==> config.mk <==
export PLATFORM = sky130hd
export DESIGN_NAME = stall_ctrl
export DESIGN_NICKNAME = d
export VERILOG_FILES = /design/src/rtl/stall_ctrl_pkg.sv /design/src/rtl/stall_ctrl_md_busy_timer.sv /design/src/rtl/stall_ctrl.sv
export SDC_FILE = /design/constraint.sdc
export NUM_CORES = 1
export LEC_CHECK = 0
export CORE_ASPECT_RATIO = 2
export CORE_MARGIN = 2
export CORE_UTILIZATION = 51
export CTS_CLUSTER_DIAMETER = 60
export CTS_CLUSTER_SIZE = 40
export DETAILED_ROUTE_END_ITERATION = 6
export HOLD_SLACK_MARGIN = 0.08
export PLACE_DENSITY = 0.86
export SKIP_CTS_REPAIR_TIMING = 1
export SLEW_MARGIN = 15
export SYNTH_ARGS = -nofsm -noshare
export SYNTH_HDL_FRONTEND = slang
export SYNTH_SLANG_ARGS = --single-unit
==> constraint.sdc <==
create_clock -name clk -period 6.9 [get_ports clk]
set_input_delay 0.69 -clock clk [delete_from_list [all_inputs] [get_ports clk]]
set_output_delay 0.69 -clock clk [all_outputs]
set_load 0.005 [all_outputs]
==> src/rtl/stall_ctrl_pkg.sv <==
// Shared encodings and default timing constants for the pipeline stall controller.
package stall_ctrl_pkg;

  localparam logic [1:0] TUSE_NONE       = 2'd3;
  localparam int         MULT_CYCLES_DEF = 5;
  localparam int         DIV_CYCLES_DEF  = 10;
  localparam int         CNT_W_DEF       = 32;

  function automatic int max_int(input int a, input int b);
    return (a > b) ? a : b;
  endfunction

endpackage

==> src/rtl/stall_ctrl_md_busy_timer.sv <==
// Down-counter tracking the mult/div unit's busy window; busy while count is nonzero.
module md_busy_timer #(
  parameter int W = 4
) (
  input  logic         clk,
  input  logic         reset,
  input  logic         start,
  input  logic [W-1:0] load_val,
  output logic         busy
);

  logic [W-1:0] count;

  // A start while already counting simply reloads (restart).
  always_ff @(posedge clk) begin
    if (reset) begin
      count <= '0;
    end else if (start) begin
      count <= load_val;
    end else if (count != '0) begin
      count <= count - W'(1);
    end
  end

  assign busy = (count != '0);

endmodule

==> src/rtl/stall_ctrl.sv <==
// Hazard/stall controller: Tuse/Tnew compare, mult/div busy stall, stall performance counter.
module stall_ctrl
  import stall_ctrl_pkg::*;
#(
  parameter int MULT_CYCLES = MULT_CYCLES_DEF,
  parameter int DIV_CYCLES  = DIV_CYCLES_DEF,
  parameter int CNT_W       = CNT_W_DEF
) (
  input  logic             clk,
  input  logic             reset,
  input  logic [4:0]       D_rs,
  input  logic [4:0]       D_rt,
  input  logic [1:0]       D_Tuse_rs,
  input  logic [1:0]       D_Tuse_rt,
  input  logic             D_is_md,
  input  logic [4:0]       E_wa,
  input  logic [1:0]       E_Tnew,
  input  logic [4:0]       M_wa,
  input  logic [1:0]       M_Tnew,
  input  logic             E_md_start,
  input  logic             E_md_is_div,
  output logic             PC_En,
  output logic             FD_En,
  output logic             DE_Clr,
  output logic             md_busy,
  output logic [CNT_W-1:0] stall_cnt
);

  localparam int MD_W = $clog2(max_int(MULT_CYCLES, DIV_CYCLES) + 1);

  logic [MD_W-1:0] md_load;
  logic            timer_busy;
  logic            stall_rs;
  logic            stall_rt;
  logic            stall_md;
  logic            stall;

  assign md_load = E_md_is_div ? MD_W'(DIV_CYCLES) : MD_W'(MULT_CYCLES);

  md_busy_timer #(.W(MD_W)) u_md_timer (
    .clk      (clk),
    .reset    (reset),
    .start    (E_md_start),
    .load_val (md_load),
    .busy     (timer_busy)
  );

  // Reset masks busy so the pipeline is never held while reset is asserted.
  assign md_busy = timer_busy & ~reset;

  always_comb begin
    stall_rs = (D_rs != 5'd0) && (D_Tuse_rs != TUSE_NONE) &&
               (((D_rs == E_wa) && (D_Tuse_rs < E_Tnew)) ||
                ((D_rs == M_wa) && (D_Tuse_rs < M_Tnew)));
    stall_rt = (D_rt != 5'd0) && (D_Tuse_rt != TUSE_NONE) &&
               (((D_rt == E_wa) && (D_Tuse_rt < E_Tnew)) ||
                ((D_rt == M_wa) && (D_Tuse_rt < M_Tnew)));
    stall_md = D_is_md && (md_busy || E_md_start);
    stall    = ~reset && (stall_rs || stall_rt || stall_md);
  end

  assign PC_En  = ~stall;
  assign FD_En  = ~stall;
  assign DE_Clr = stall;

  // Saturating count of stalled cycles.
  always_ff @(posedge clk) begin
    if (reset) begin
      stall_cnt <= '0;
    end else if (stall && (stall_cnt != '1)) begin
      stall_cnt <= stall_cnt + CNT_W'(1);
    end
  end

endmodule

After elaboration in Yosys (flattened, before gate mapping)
Index checks and enable logic that the tools add are counted.
W data, S select, Z words.
{"block": "word_totals", "romBits": 0, "reg_bits": 36, "word_cells": 41, "latchBits": 0, "ramBits": 0, "memories": 0, "in_bits": 33}
{"block": "classes", "addsub": 2, "bitwise": 3, "div": 0, "n_mux": 3, "multipliers": 0, "eq_ne": 7, "reduce_logical": 20, "shift": 0, "order_cmp": 4}
{"cell": "$add A32 B1 Y32 const B", "count": 1}
{"cell": "$ne A32 B32 Y1 const B", "count": 1}
{"cell": "$eq A5 B5 Y1", "count": 4}
{"cell": "$mux W4", "count": 3}
{"cell": "$logic_and A1 B1 Y1", "count": 11}
{"cell": "$reduce_bool A5 Y1", "count": 2}
{"cell": "$lt A2 B2 Y1", "count": 4}
{"cell": "$logic_or A1 B1 Y1", "count": 5}
{"cell": "$ne A2 B2 Y1 const B", "count": 2}
{"cell": "$reduce_bool A4 Y1", "count": 1}
{"cell": "$sub A4 B1 Y4 const B", "count": 1}
{"cell": "$not A1 Y1", "count": 2}
{"cell": "$reduce_bool A2 Y1", "count": 1}
{"cell": "$and A1 B1 Y1", "count": 1}

Depth between registers and ports, before layout
{"block": "logic_depth", "word_depth": 8, "depth_mapped": 11, "depth_no_buf": 9}

Modules after synthesis
Synthesis repeated with hierarchy kept, for this count alone.
{"block": "hier_totals", "cells_unflattened": 293, "hier_area_um2": 2399.8}
{"module": "stall_ctrl", "instances": 1, "cells_per_inst": 267, "area_per_inst_um2": 2169.6}
{"module": "md_busy_timer", "instances": 1, "cells_per_inst": 26, "area_per_inst_um2": 230.2}

Worst setup path after synthesis
OpenSTA, ideal clock, no wires.
{"block": "synth_timing", "path_kind": "input to output", "start": "in M_Tnew[1]", "end": "out PC_En", "arrival_time_ps": 2505, "required_ps": 6210, "path_buffers": 2, "setup_slack_ps": 3705, "cell_stages": 9, "cell_sequence": "inv_1 > ha_1 > a2111oi_2 > nand4_1 > a221oi_2 > nor3_2 > clkbuf_1 > or2_2 > buf_4"}
{"block": "synth_via", "elab_chain_len": 8, "elab_cells_between_ends": 12, "cone_classes": "order compare: 2; bitwise: 1; reduce/logical: 9"}
{"item": "start, declared", "line": "stall_ctrl.sv:19", "source": "input logic [1:0] M_Tnew,"}
{"item": "$lt A2 B2 Y1, on equally long branches", "line": "stall_ctrl.sv:54, stall_ctrl.sv:57"}
{"item": "$logic_and A1 B1 Y1, on equally long branches", "line": "stall_ctrl.sv:54, stall_ctrl.sv:57"}
{"item": "$logic_or A1 B1 Y1, on equally long branches", "line": "stall_ctrl.sv:53, stall_ctrl.sv:56"}
{"item": "$logic_and A1 B1 Y1, on equally long branches", "line": "stall_ctrl.sv:52, stall_ctrl.sv:55"}
{"item": "$logic_or A1 B1 Y1 (*) (2 in series)", "line": "stall_ctrl.sv:59", "source": "stall = ~reset && (stall_rs || stall_rt || stall_md);"}
{"item": "$logic_and A1 B1 Y1 (*)", "line": "stall_ctrl.sv:59"}
{"item": "$not A1 Y1 (*)"}
{"item": "end, declared", "line": "stall_ctrl.sv:22", "source": "output logic PC_En,"}
Every way passes the cells marked *; elsewhere a longest branch is shown, timed or not.

Final worst setup path
{"block": "layout_timing", "start": "in D_Tuse_rs[1]", "end": "out DE_Clr"}
{"block": "layout_via", "elab_chain_len": 7, "elab_cells_between_ends": 11, "cone_classes": "order compare: 2; eq/ne: 1; reduce/logical: 8"}
{"item": "start, declared", "line": "stall_ctrl.sv:13", "source": "input logic [1:0] D_Tuse_rs,"}
{"item": "$lt A2 B2 Y1, on equally long branches", "line": "stall_ctrl.sv:53, stall_ctrl.sv:54"}
{"item": "$logic_and A1 B1 Y1, on equally long branches", "line": "stall_ctrl.sv:53, stall_ctrl.sv:54"}
{"item": "$logic_or A1 B1 Y1", "line": "stall_ctrl.sv:53", "source": "(((D_rs == E_wa) && (D_Tuse_rs < E_Tnew)) ||"}
{"item": "$logic_and A1 B1 Y1 (*)", "line": "stall_ctrl.sv:52", "source": "stall_rs = (D_rs != 5'd0) && (D_Tuse_rs != TUSE_NONE) &&"}
{"item": "$logic_or A1 B1 Y1 (*) (2 in series)", "line": "stall_ctrl.sv:59"}
{"item": "$logic_and A1 B1 Y1 (*)", "line": "stall_ctrl.sv:59"}
{"item": "end, declared", "line": "stall_ctrl.sv:24", "source": "output logic DE_Clr,"}
Marked as above.

==> impl_metrics.ini <==
[run_status]
status = complete, no violations

[finish]
final_layout_size_suffix_gt1_share_pct = 6.10
syn2layout_area_growth_pct = 34.0
multi_input_area_sq_mm = 0.00145
fin_nets = 383
nFillCells = 378
stdcell_count = 398
finalInstanceArea_sq_mm = 0.00309
ff_latch_area_sq_um = 721
diodes = 0

[clock_network]
cts_tree = yes
htree_levels = 2
cts_sinks = 36
cts_made_buffers = 5
clockBufferDepth = 2
clkTransAtPathRegs_ps = 70
insertion_delay_ps = 290
ctsRootBufferMaster = clkbuf_8

[timing]
period_share_pct = 62.9
slew_headroom_pct = 49.5
finalSetupViolations = 0
drv_slew = 0
worstMarginPinSlew_ps = 756
rsz0062_at_grt = false
setup_tns_ps = 0
clock_skew_ps = 5.90
worst_slack_ps = 2560
fmax_ghz = 0.230
hold_viol = 0
period_minus_slack_ps = 4340

[detailed_routing]
viasPerCell = 6.17
initialDrtViolationCount = 46
drc = 0
wirelength_microns = 6130
wl_per_cell_microns = 15.4
vias = 2454
firstDrtPassIters = 4
postRouteAntennaNets = 0

[setup_path]
path_max_fanout = 54
worstPathArrival_ps = 3650
reg2reg_from = stall_cnt[7]
r2r_cells = 7
worstPathRequired_ps = 6210
end_kind = output pin
rr_endpoint = stall_cnt[18]
setup.worst_path.class = in2out
critPathLaunchType = input pin
rrSetupSlack_ps = 4110

[floorplanning]
ios = 69
rows = 34
die_w_microns = 51.5
dieHeight_microns = 99.1
die-area_sq_mm = 0.00511
core_area_sq_mm = 0.00434
start_util_pct = 53.1

[synthesis]
synthFlopType = dfxtp_1
synth_cell_types = 39
yosys-top-cells-count = dfxtp_1 (36), a21oi_1 (34), or4_1 (23)
synthArstFlopShare_pct = 0
syn_inst = 282
ys_warn_count = 0
yosysSeqAreaShare_pct = 31.3
synth_seq_cells = 36
synth.most_common_cell = dfxtp_1
yosys.area.top_type_share_pct = 31.3
syn_avg_cell_area_sq_um = 8.17
synth_area_leaders = dfxtp_1 (31%), or4_1 (7.5%), a21oi_1 (7.4%), o31ai_1 (7.2%), xnor2_1 (4.6%)
synth_edf_count = 0
synth.cell_area_sq_mm = 0.00230
synth_area_leader_cell = dfxtp_1
syn_nets = 321

[pwr]
p_per_area_mw_per_mm2 = 151
power.leakage_nw = 0.962
peakVddDrop_uv = 141

[place]
dp_hpwl_microns = 4650
dp_cells = 391
placed_area_sq_mm = 0.00299
place_congestion = 0.987
port_buffers = 68
dp_slack_ps = 2540

[min_path]
hold_end = stall_cnt[13]
min-delay-start = stall_cnt[13]
hold_depth = 2
holdCritPathClass = reg2reg

[global_route]
antenna_found_initial = 0
grt.overflow.total = 0
grt_pass1_vias = 2296
grt_pass1_wl_microns = 10000
grt_max_degree = 55
grt_usage_pct = 25.5

[run]
cap_violations = 0
-- report_power, final --
group | internal [mW] | total [mW] | switching, mW
Sequential | 0.212 | 0.216 | 0.00391
Clock | 0.0889 | 0.162 | 0.0733
Combinational | 0.0450 | 0.0889 | 0.0439
Total | 0.346 | 0.467 | 0.121
-- cell usage in the layout (no fill, tap or decap), types with 3 or more instances in the layout --
cell and n:
nand4_1 12, inv_1 13, nand3_1 7, and2_1 3, a21oi_1 34, clkbuf_8 7
nand2b_1 4, xor2_1 10, o21ai_0 9, or4_1 23, o31ai_1 22, nor2_1 14
or3_1 8, nor4_1 3, nor3_1 4, ha_1 6, clkdlybuf4s50_1 68, buf_4 3
nand2_1 18, and3_1 3, dfxtp_1 36, xnor2_1 12
-- state kept, by name, summed over array words and instances (netlist names) --
| register | cells |
|---|---|
| stall_cnt | 32 |
| u_md_timer.count | 4 |
-- cells by family after synthesis --
logic type,Yosys count,share of synthesized area (%)
and+or+nand+nor,111,28.5
AOI/OAI and AO/OA,75,21.2
DFF,36,31.3
xor gates and xnor gates,22,8.36
muxes,3,1.41
buffers and inverters,29,6.03
adders and majority gates,6,3.26
-- per-layer routing --
layer | vias up | part of all wire [%] | GRT usage [%]
met3 | 22 | 3.8 | 3.03
li1 | 1192 | - | -
met2 | 87 | 57 | 47.7
met4 | 0 | 4.9 | 15.2
met1 | 1153 | 34 | 25.1
met5 | - | 0 | 0
-- critical path, cell delays in order --
cell	delay [ps]
clkdlybuf4s50_1	480
ha_1	340
a2111oi_2	360
nand4_1	160
a221oi_2	400
nor3_4	50
buf_4	280
or2_2	340
inv_1	60
clkdlybuf4s50_1	490
-- metrics by stage --
stage	utilization, %	power, mW	hold slack (ps)
6_report	71.2	0.467	493
5_1_grt	71.2	0.485	536
4_1_cts	71.2	0.469	498
3_5_place_dp	68.9	0.310	486
3_3_place_gp	68.9	0.307	471
2_1_floorplan	-	0.270	471
-- worst max-delay path by stage --
stage,start,endpoint,slack [ps],cells after the start
floorplan,M_Tnew[1],PC_En,3710,9
global placement,D_Tuse_rs[1],DE_Clr,2620,10
detailed placement,D_Tuse_rs[1],DE_Clr,2540,10
CTS,D_Tuse_rs[1],DE_Clr,2530,10
global route,D_Tuse_rs[1],DE_Clr,2370,10
finish,D_Tuse_rs[1],DE_Clr,2560,10
-- cell type report --
cell class / instances / share of cell area (%)
Tap cell: 54 / 2.19
Timing Repair Buffer: 71 / 22.8
Inverter: 13 / 1.58
Sequential cell: 36 / 23.3
Multi-Input combinational cell: 217 / 47.0
Clock buffer: 7 / 3.12
(Power assumes the default switching activity.)
